$ cat src/rtl/spi_slave.sv
// spi_slave: SPI mode-0 responder (CPOL=0, CPHA=0, MSB first).
// sclk, cs_n and mosi are oversampled in the clk domain. Each frame shifts in
// L bits and shifts out a word preloaded through a tx_valid/tx_ready handshake.
//
// State table:
//   state   | meaning
//   S_IDLE  | cs_n high or no frame started; miso tri-stated and driven 0
//   S_SHIFT | frame in progress; sample mosi on sclk rise, advance miso on sclk fall
//   S_DONE  | L bits received; miso holds the last bit, waits for cs_n to go high
//
// Ports:
//   clk, rst            system clock, async active-low reset
//   sclk, cs_n, mosi    asynchronous SPI inputs from the master
//   miso, miso_oe       slave data out and its pad output enable
//   n_bits              frame length, latched at frame start (0 or >SPI_MAXLEN -> SPI_MAXLEN)
//   tx_data, tx_valid   word to transmit (right-justified); held until tx_ready
//   tx_ready            1-cycle accept pulse
//   rx_data, rx_valid   last complete received word (right-justified), 1-cycle update pulse
//   frame_abort         1-cycle pulse when cs_n rises mid-frame
//   tx_underrun         1-cycle pulse when a frame starts without tx_valid
module spi_slave #(
    parameter int SPI_MAXLEN  = 16,
    parameter int SYNC_STAGES = 2
) (
    input  logic                          clk,
    input  logic                          rst,
    input  logic                          sclk,
    input  logic                          cs_n,
    input  logic                          mosi,
    output logic                          miso,
    output logic                          miso_oe,
    input  logic [$clog2(SPI_MAXLEN):0]   n_bits,
    input  logic [SPI_MAXLEN-1:0]         tx_data,
    input  logic                          tx_valid,
    output logic                          tx_ready,
    output logic [SPI_MAXLEN-1:0]         rx_data,
    output logic                          rx_valid,
    output logic                          frame_abort,
    output logic                          tx_underrun
);

    localparam int IW = $clog2(SPI_MAXLEN);
    localparam int LW = IW + 1;

    typedef enum logic [1:0] {S_IDLE, S_SHIFT, S_DONE} state_t;

    state_t r_state;
    state_t w_state_nxt;

    logic [SYNC_STAGES-1:0] r_sclk_sync;
    logic [SYNC_STAGES-1:0] r_cs_sync;
    logic [SYNC_STAGES-1:0] r_mosi_sync;
    logic                   r_sclk_d;
    logic                   r_cs_d;

    logic [SPI_MAXLEN-1:0]  r_tx_sh;
    logic [SPI_MAXLEN-1:0]  r_rx_sh;
    logic [IW-1:0]          r_len_m1;
    logic [IW-1:0]          r_bit_cnt;

    logic                   w_sclk_s;
    logic                   w_cs_s;
    logic                   w_mosi_s;
    logic                   w_sclk_rise;
    logic                   w_sclk_fall;
    logic                   w_cs_rise;
    logic                   w_cs_fall;
    logic                   w_start;
    logic                   w_last_rise;
    logic                   w_abort;
    logic [LW-1:0]          w_len;
    logic [SPI_MAXLEN-1:0]  w_rx_next;

    // Synchronisers: cs_n resets high (deselected), sclk/mosi low.
    always_ff @(posedge clk or negedge rst) begin
        if (!rst) begin
            r_sclk_sync <= '0;
            r_cs_sync   <= '1;
            r_mosi_sync <= '0;
            r_sclk_d    <= 1'b0;
            r_cs_d      <= 1'b1;
        end else begin
            r_sclk_sync <= {r_sclk_sync[SYNC_STAGES-2:0], sclk};
            r_cs_sync   <= {r_cs_sync[SYNC_STAGES-2:0], cs_n};
            r_mosi_sync <= {r_mosi_sync[SYNC_STAGES-2:0], mosi};
            r_sclk_d    <= w_sclk_s;
            r_cs_d      <= w_cs_s;
        end
    end

    assign w_sclk_s    = r_sclk_sync[SYNC_STAGES-1];
    assign w_cs_s      = r_cs_sync[SYNC_STAGES-1];
    assign w_mosi_s    = r_mosi_sync[SYNC_STAGES-1];
    assign w_sclk_rise = w_sclk_s & ~r_sclk_d;
    assign w_sclk_fall = ~w_sclk_s & r_sclk_d;
    assign w_cs_rise   = w_cs_s & ~r_cs_d;
    assign w_cs_fall   = ~w_cs_s & r_cs_d;

    always_comb begin
        if ((n_bits == '0) || (n_bits > LW'(SPI_MAXLEN)))
            w_len = LW'(SPI_MAXLEN);
        else
            w_len = n_bits;
    end

    // The last rise wins over a simultaneous cs_n rise: the frame completes.
    assign w_start     = (r_state == S_IDLE) & w_cs_fall;
    assign w_last_rise = (r_state == S_SHIFT) & w_sclk_rise & (r_bit_cnt == r_len_m1);
    assign w_abort     = (r_state == S_SHIFT) & w_cs_rise & ~w_last_rise;
    // rx_sh is cleared at frame start, so bits above L stay zero.
    assign w_rx_next   = SPI_MAXLEN'({r_rx_sh, w_mosi_s});

    always_ff @(posedge clk or negedge rst) begin
        if (!rst) r_state <= S_IDLE;
        else      r_state <= w_state_nxt;
    end

    // DONE leaves on cs_n high (level) so a cs_n rise coinciding with the
    // last sclk rise still returns to IDLE.
    always_comb begin
        w_state_nxt = r_state;
        case (r_state)
            S_IDLE:  if (w_cs_fall) w_state_nxt = S_SHIFT;
            S_SHIFT: begin
                if (w_last_rise)    w_state_nxt = S_DONE;
                else if (w_cs_rise) w_state_nxt = S_IDLE;
            end
            S_DONE:  if (w_cs_s) w_state_nxt = S_IDLE;
            default: w_state_nxt = S_IDLE;
        endcase
    end

    always_comb begin
        miso        = 1'b0;
        miso_oe     = 1'b0;
        tx_ready    = 1'b0;
        tx_underrun = 1'b0;
        case (r_state)
            S_IDLE: begin
                if (w_cs_fall) begin
                    tx_ready    = tx_valid;
                    tx_underrun = ~tx_valid;
                end
            end
            S_SHIFT, S_DONE: begin
                miso_oe = 1'b1;
                miso    = r_tx_sh[r_len_m1];
            end
            default: ;
        endcase
    end

    always_ff @(posedge clk or negedge rst) begin
        if (!rst) begin
            r_tx_sh     <= '0;
            r_rx_sh     <= '0;
            r_len_m1    <= '1;
            r_bit_cnt   <= '0;
            rx_data     <= '0;
            rx_valid    <= 1'b0;
            frame_abort <= 1'b0;
        end else begin
            rx_valid    <= w_last_rise;
            frame_abort <= w_abort;
            if (w_start) begin
                r_len_m1  <= IW'(w_len - LW'(1));
                r_bit_cnt <= '0;
                r_rx_sh   <= '0;
                r_tx_sh   <= tx_valid ? tx_data : '0;
            end else if (r_state == S_SHIFT) begin
                if (w_sclk_rise) begin
                    r_rx_sh   <= w_rx_next;
                    r_bit_cnt <= r_bit_cnt + IW'(1);
                    if (w_last_rise) rx_data <= w_rx_next;
                end
                if (w_sclk_fall) r_tx_sh <= r_tx_sh << 1;
            end
        end
    end

endmodule

$ cat config.mk
export PLATFORM = sky130hd
export DESIGN_NAME = spi_slave
export DESIGN_NICKNAME = d
export VERILOG_FILES = /design/src/rtl/spi_slave.sv
export SDC_FILE = /design/constraint.sdc
export NUM_CORES = 1
export LEC_CHECK = 0
export BUFFER_PORTS_ARGS = -buffer_cell sky130_fd_sc_hd__buf_2
export CORE_MARGIN = 2
export CORE_UTILIZATION = 52
export CTS_BUF_LIST = sky130_fd_sc_hd__clkbuf_8
export DETAILED_ROUTE_END_ITERATION = 12
export PLACE_DENSITY = 0.77
export SKIP_CTS_REPAIR_TIMING = 1
export SYNTH_ARGS = -nofsm -noshare
export SYNTH_HDL_FRONTEND = slang
export SYNTH_SLANG_ARGS = --single-unit
$ cat constraint.sdc
create_clock -name clk -period 1.9 [get_ports clk]
set_input_delay 0.19 -clock clk [delete_from_list [all_inputs] [get_ports clk]]
set_output_delay 0.19 -clock clk [all_outputs]
set_load 0.03 [all_outputs]
Word-level counts from Yosys, hierarchy flattened
Index checks and enable logic that the tools add are counted.
Word-level totals
  word-level logic and storage cells: 74
  latch bits: 0
  flip-flop bits (word level): 67
  input port bits: 27
  memory bits (writable): 0
  memories: 0
  bits in read-only memories: 0
  output and inout bits: 22
Cells by class
  multiply operators: 0
  bitwise logic cells: 16
  order comparisons: 2
  $add $sub $neg: 2
  mux-type cells: 24
  equality and inequality tests: 6
  reductions and logical operators: 11
  div/mod/pow operators: 0
  shifts and indexed selects: 0
Operators by type and width (number)
  two-way mux 16 bit: 4
  two-way mux 15 bit: 3
  two-way mux 4 bit: 4
  bitwise AND 1 bit: 9
  two-way mux 2 bit: 4
  two-way mux 1 bit: 7
  NOT 1 bit: 7
  case mux 2 bit (3 select lines): 1
  nonzero test 2 bit: 3
  > comparator 5 bit, second input constant: 1
  zero test 5 bit: 1
  less-than comparator 4 x 5 -> 1 bit, second input constant: 1
  adder 4 x 1 -> 4 bit, second input constant: 1
  binary-select mux 1 bit (select 4 bit): 1
  equality test 4 bit: 1
  != test 2 bit, second input constant: 2
  AND reduction 2 bit: 2
  AND reduction 4 bit: 1
  subtractor 4 x 1 -> 4 bit, second input constant: 1
  != test 3 bit, second input constant: 1
  AND reduction 3 bit: 1
  equality test 2 x 1 -> 1 bit, second input constant: 1
  equality test 2 bit, second input constant: 1
  zero test 2 bit: 1
  other kinds (2): 2

Longest topological paths before layout
  depth after elaboration: 6
  gate-level depth with buffers: 8
  gate-level depth less buffers: 6

Least setup slack after synthesis
Ideal clock, no wire load.
  path kind: reg2reg
  from: reg r_state[0]
  to: reg r_tx_sh[10]
  clock period less this slack: 1.939 ns
  path buffers: 2
  arrival: 1.861 ns
  cell stages (with the launch flop): 9
  data required time: 1.822 ns
  setup time: 0.078 ns
  path slack: -0.039 ns
  cell sequence: dfrtp_1 > inv_1 > ha_1 > and3b_1 > and2_1 > buf_2 > clkbuf_1 > a22oi_1 > a21oi_1
Between the ends
  longest elaborated chain between the ends: 4
  elaborated cells between the ends (all ways): 7
  classes of those cells: eq/ne (1); mux (1); bitwise (1); reduce/logical (4)
RTL lines
  start: declaration: line 47  | state_t r_state;
  start signal: assignment: line 115  | else r_state <= w_state_nxt;
  zero test 2 bit: line 107  | assign w_start = (r_state == S_IDLE) & w_cs_fall;
  bitwise AND 1 bit: line 107
  nonzero test 2 bit (no source line)
  AND reduction 2 bit (no source line)
  end signal: assignment: line 169  | r_tx_sh <= tx_valid ? tx_data : '0;
  end signal: assignment: line 176  | if (w_sclk_fall) r_tx_sh <= r_tx_sh << 1;
  end: declaration: line 56  | logic [SPI_MAXLEN-1:0] r_tx_sh;
Several ways; a longest one is shown, not always the timed one.
A chain may end at the register's enable or synchronous reset.

Worst setup path after layout
  from: reg r_len_m1[0]
  to: out miso
Between the ends
  longest elaborated chain between the ends: 3
RTL lines
  start: declaration: line 58  | logic [IW-1:0] r_len_m1;
  start signal: assignment: line 166  | r_len_m1 <= IW'(w_len - LW'(1));
  binary-select mux 1 bit (select 4 bit): line 147  | miso = r_tx_sh[r_len_m1];
  two-way mux 1 bit (implied by the code): line 147
  two-way mux 1 bit: line 138  | case (r_state)
  end: declaration: line 30  | output logic miso,
Every way passes these cells. The select of a mux whose other input is x is not followed.

==> flow_summary.yaml <==
routing:
  first_iter_violations: 132
  wl_per_cell_um: 14.6
  num_vias: 2207
  drc: 0
  via_per_inst: 5.42
  routed_wl_mm: 5.95
  postRouteAntennaNets: 0
  drtPass1Iterations: 4
floorplanning:
  io-pin-count: 49
  rows: 27
  coreArea_um2: 5540
  die_y_um: 80.0
  start_util_pct: 54.2
  fp.dieW_um: 80.0
  die_area_um2: 6400
final_layout:
  drive_gt1_share_pct: 34.0
  final_area_um2: 3700
  fin_util_pct: 66.9
  stdcell_count: 407
  seqCellArea_um2: 1690
  nFillCells: 433
  fin_nets: 363
  diodes: 0
  layout_common_cells: "dfrtp_1 (60), buf_2 (46), nand2_1 (40)"
  final_common_cell: "dfrtp_1"
  multiInputGateArea_um2: 1230
  syn_to_final_growth_pct: 23.3
outcome:
  status: "finished, violations left"
  violations: "setup timing"
logic_synthesis:
  syn_area_per_cell_um2: 11.3
  syn_inst: 267
  synthFlopType: "dfrtp_1"
  synth_nets: 299
  synthMuxAreaShare_pct: 10.4
  synth_top_family_by_area: "simple AND/OR/NAND/NOR gates"
  yosysSeqAreaShare_pct: 56.1
  synth_warnings: 0
  yosys.area_share.adder_pct: 2.08
  synth-xor-area-share_pct: 2.87
  synthDistinctLibCells: 38
  synth-edff-count: 0
  ys_ff_latch: 67
  yosys.area_share.simple_pct: 13.0
  synth-compound-area-share_pct: 12.3
  syn-cell-area_um2: 3010
  async_flop_share_pct: 100
clock_tree:
  cts_tree: "yes"
  root_buffer: "clkbuf_8"
  htree_num_levels: 3
  cts.sink_count: 67
  clk_pin_slew_ns: 0.07
  clock_latency_ns: 0.34
  clock_path_buffers: 2
  cts_buffers: 9
worst_setup_path:
  r2r_cells: 9
  critical_path.reg2reg.endpoint: "r_tx_sh[8]"
  reg2reg_slack_ns: 0.13
  crit_arrival_ns: 1.95
  cp_max_fo: 5
  worstPathRequired_ns: 1.71
  critPathKind: "register to output pin"
  start_kind: "register"
  cp-end-kind: "output pin"
  r2r-start: "r_state[0]"
worst_hold_path:
  whs_path_depth: 2
  hold_path_class: "input port to register"
  min_to: "r_tx_sh[0]"
  hp-start: "tx_data[0]"
power_and_ir_drop:
  power_leakage_nw: 1.80
  power_mw: 4.58
  ir_drop_mv: 0.747
  power.density_nw_per_um2: 1240
timing:
  setup_violations: 1
  slew_headroom_pct: 76.5
  rsz0062_at_grt: "yes"
  drv_slew: 0
  fin_worst_skew_ns: 0.00447
  timing.final.crit_share_pct: 112
  post-route-min-period_ns: 2.14
  hold_viol: 0
  fin_setup_tns_ns: -0.237
  fmax_mhz: 468
  whs_ns: 0.0739
  tightestPinTransition_ns: 0.352
  fin_ws_ns: -0.237
global_route:
  grt_antenna_before_repair: 0
  overflow: 0
  grt_pass1_vias: 1980
  gr-usage-all-layers_pct: 19.3
  grt_start_max_net_pins: 68
  grt_first_pass_wirelength_mm: 9.34
placement:
  place_inst: 382
  portBuffers: 48
  gp_congestion: 0.774
  dp_slack_ns: 0.0105
  dp_hpwl_mm: 3.81
  detailed_place.area_um2: 3370
run:
  drv_cap: 0
## final cells by class
class / instances / area share [%]
inverters: 5 / 0.507
clock inverters: 4 / 1.35
flip-flops and latches: 67 / 45.5
well taps: 72 / 2.43
multi-input cells: 179 / 33.2
clock buffers: 11 / 4.09
repair buffers: 69 / 13.0
## kinds of logic (layout without fill, tap and decap cells)
kind of cell             after synthesis  count (layout)
AND/OR/NAND/NOR                       82              82
buffers and inverters                 21              89
XOR/XNOR                               9               9
flip-flops                            67              67
adder cells (fa/ha/maj)                5               5
multiplexers                          23              23
AO/OA/AOI/OAI                         60              60
## worst max path at each step
stage | start | end | slack (ns) | depth (start not counted)
after floorplan | r_len_m1[2] | rx_data[10] | 0.08 | 6
after global placement | r_len_m1[2] | rx_data[10] | 0.04 | 4
after detailed placement | r_len_m1[2] | rx_data[6] | 0.01 | 4
after CTS | r_len_m1[0] | miso | -0.23 | 4
after global routing | r_len_m1[2] | miso | -0.31 | 4
final | r_len_m1[0] | miso | -0.24 | 4
## where the power goes
group | internal, mW | switching [mW] | total (mW)
Combinational | 0.650 | 0.738 | 1.39
Clock | 0.667 | 0.522 | 1.19
Sequential | 1.73 | 0.272 | 2.00
Total | 3.04 | 1.53 | 4.58
## worst max-delay path, cell delays in order (launching register included)
cell	delay, ns
dfstp_2	0.60
mux4_2	0.51
o211ai_1	0.19
o22ai_1	0.12
buf_2	0.18
## cell usage after synthesis, drive strengths merged, types with 2 or more instances
cell | n | area [um2]
a21oi | 32 | 160
a22oi | 15 | 113
and3b | 2 | 17.5
buf | 4 | 32.5
clkbuf | 12 | 45.0
dfrtp | 60 | 1500
dfstp | 7 | 184
ha | 5 | 62.6
inv | 5 | 18.8
mux2 | 17 | 229
mux2i | 4 | 40.0
mux4 | 2 | 45.0
nand2 | 40 | 150
nand2b | 4 | 25.0
nand3 | 3 | 27.5
nand3b | 3 | 22.5
nor2 | 21 | 78.8
nor2b | 4 | 25.0
o211ai | 2 | 15.0
o21ai | 3 | 15.0
o22ai | 2 | 12.5
xnor2 | 3 | 26.3
xor2 | 6 | 60.1
## per-layer routing
metal | track usage [%] | share of wire [%] | up-vias
met5 | 0 | 0 | -
met3 | 4.52 | 5.4 | 12
met2 | 27.8 | 48 | 76
met4 | 10.7 | 2.2 | 0
li1 | - | - | 1055
met1 | 26.9 | 44 | 1064
## state kept, by name (all words and copies together) (netlist names)
name,flops
r_tx_sh,16
rx_data,16
r_rx_sh,15
r_bit_cnt,4
r_len_m1,4
r_cs_sync,2
r_mosi_sync,2
r_sclk_sync,2
r_state,2
frame_abort,1
r_cs_d,1
r_sclk_d,1
rx_valid,1
(Power assumes the default switching activity.)
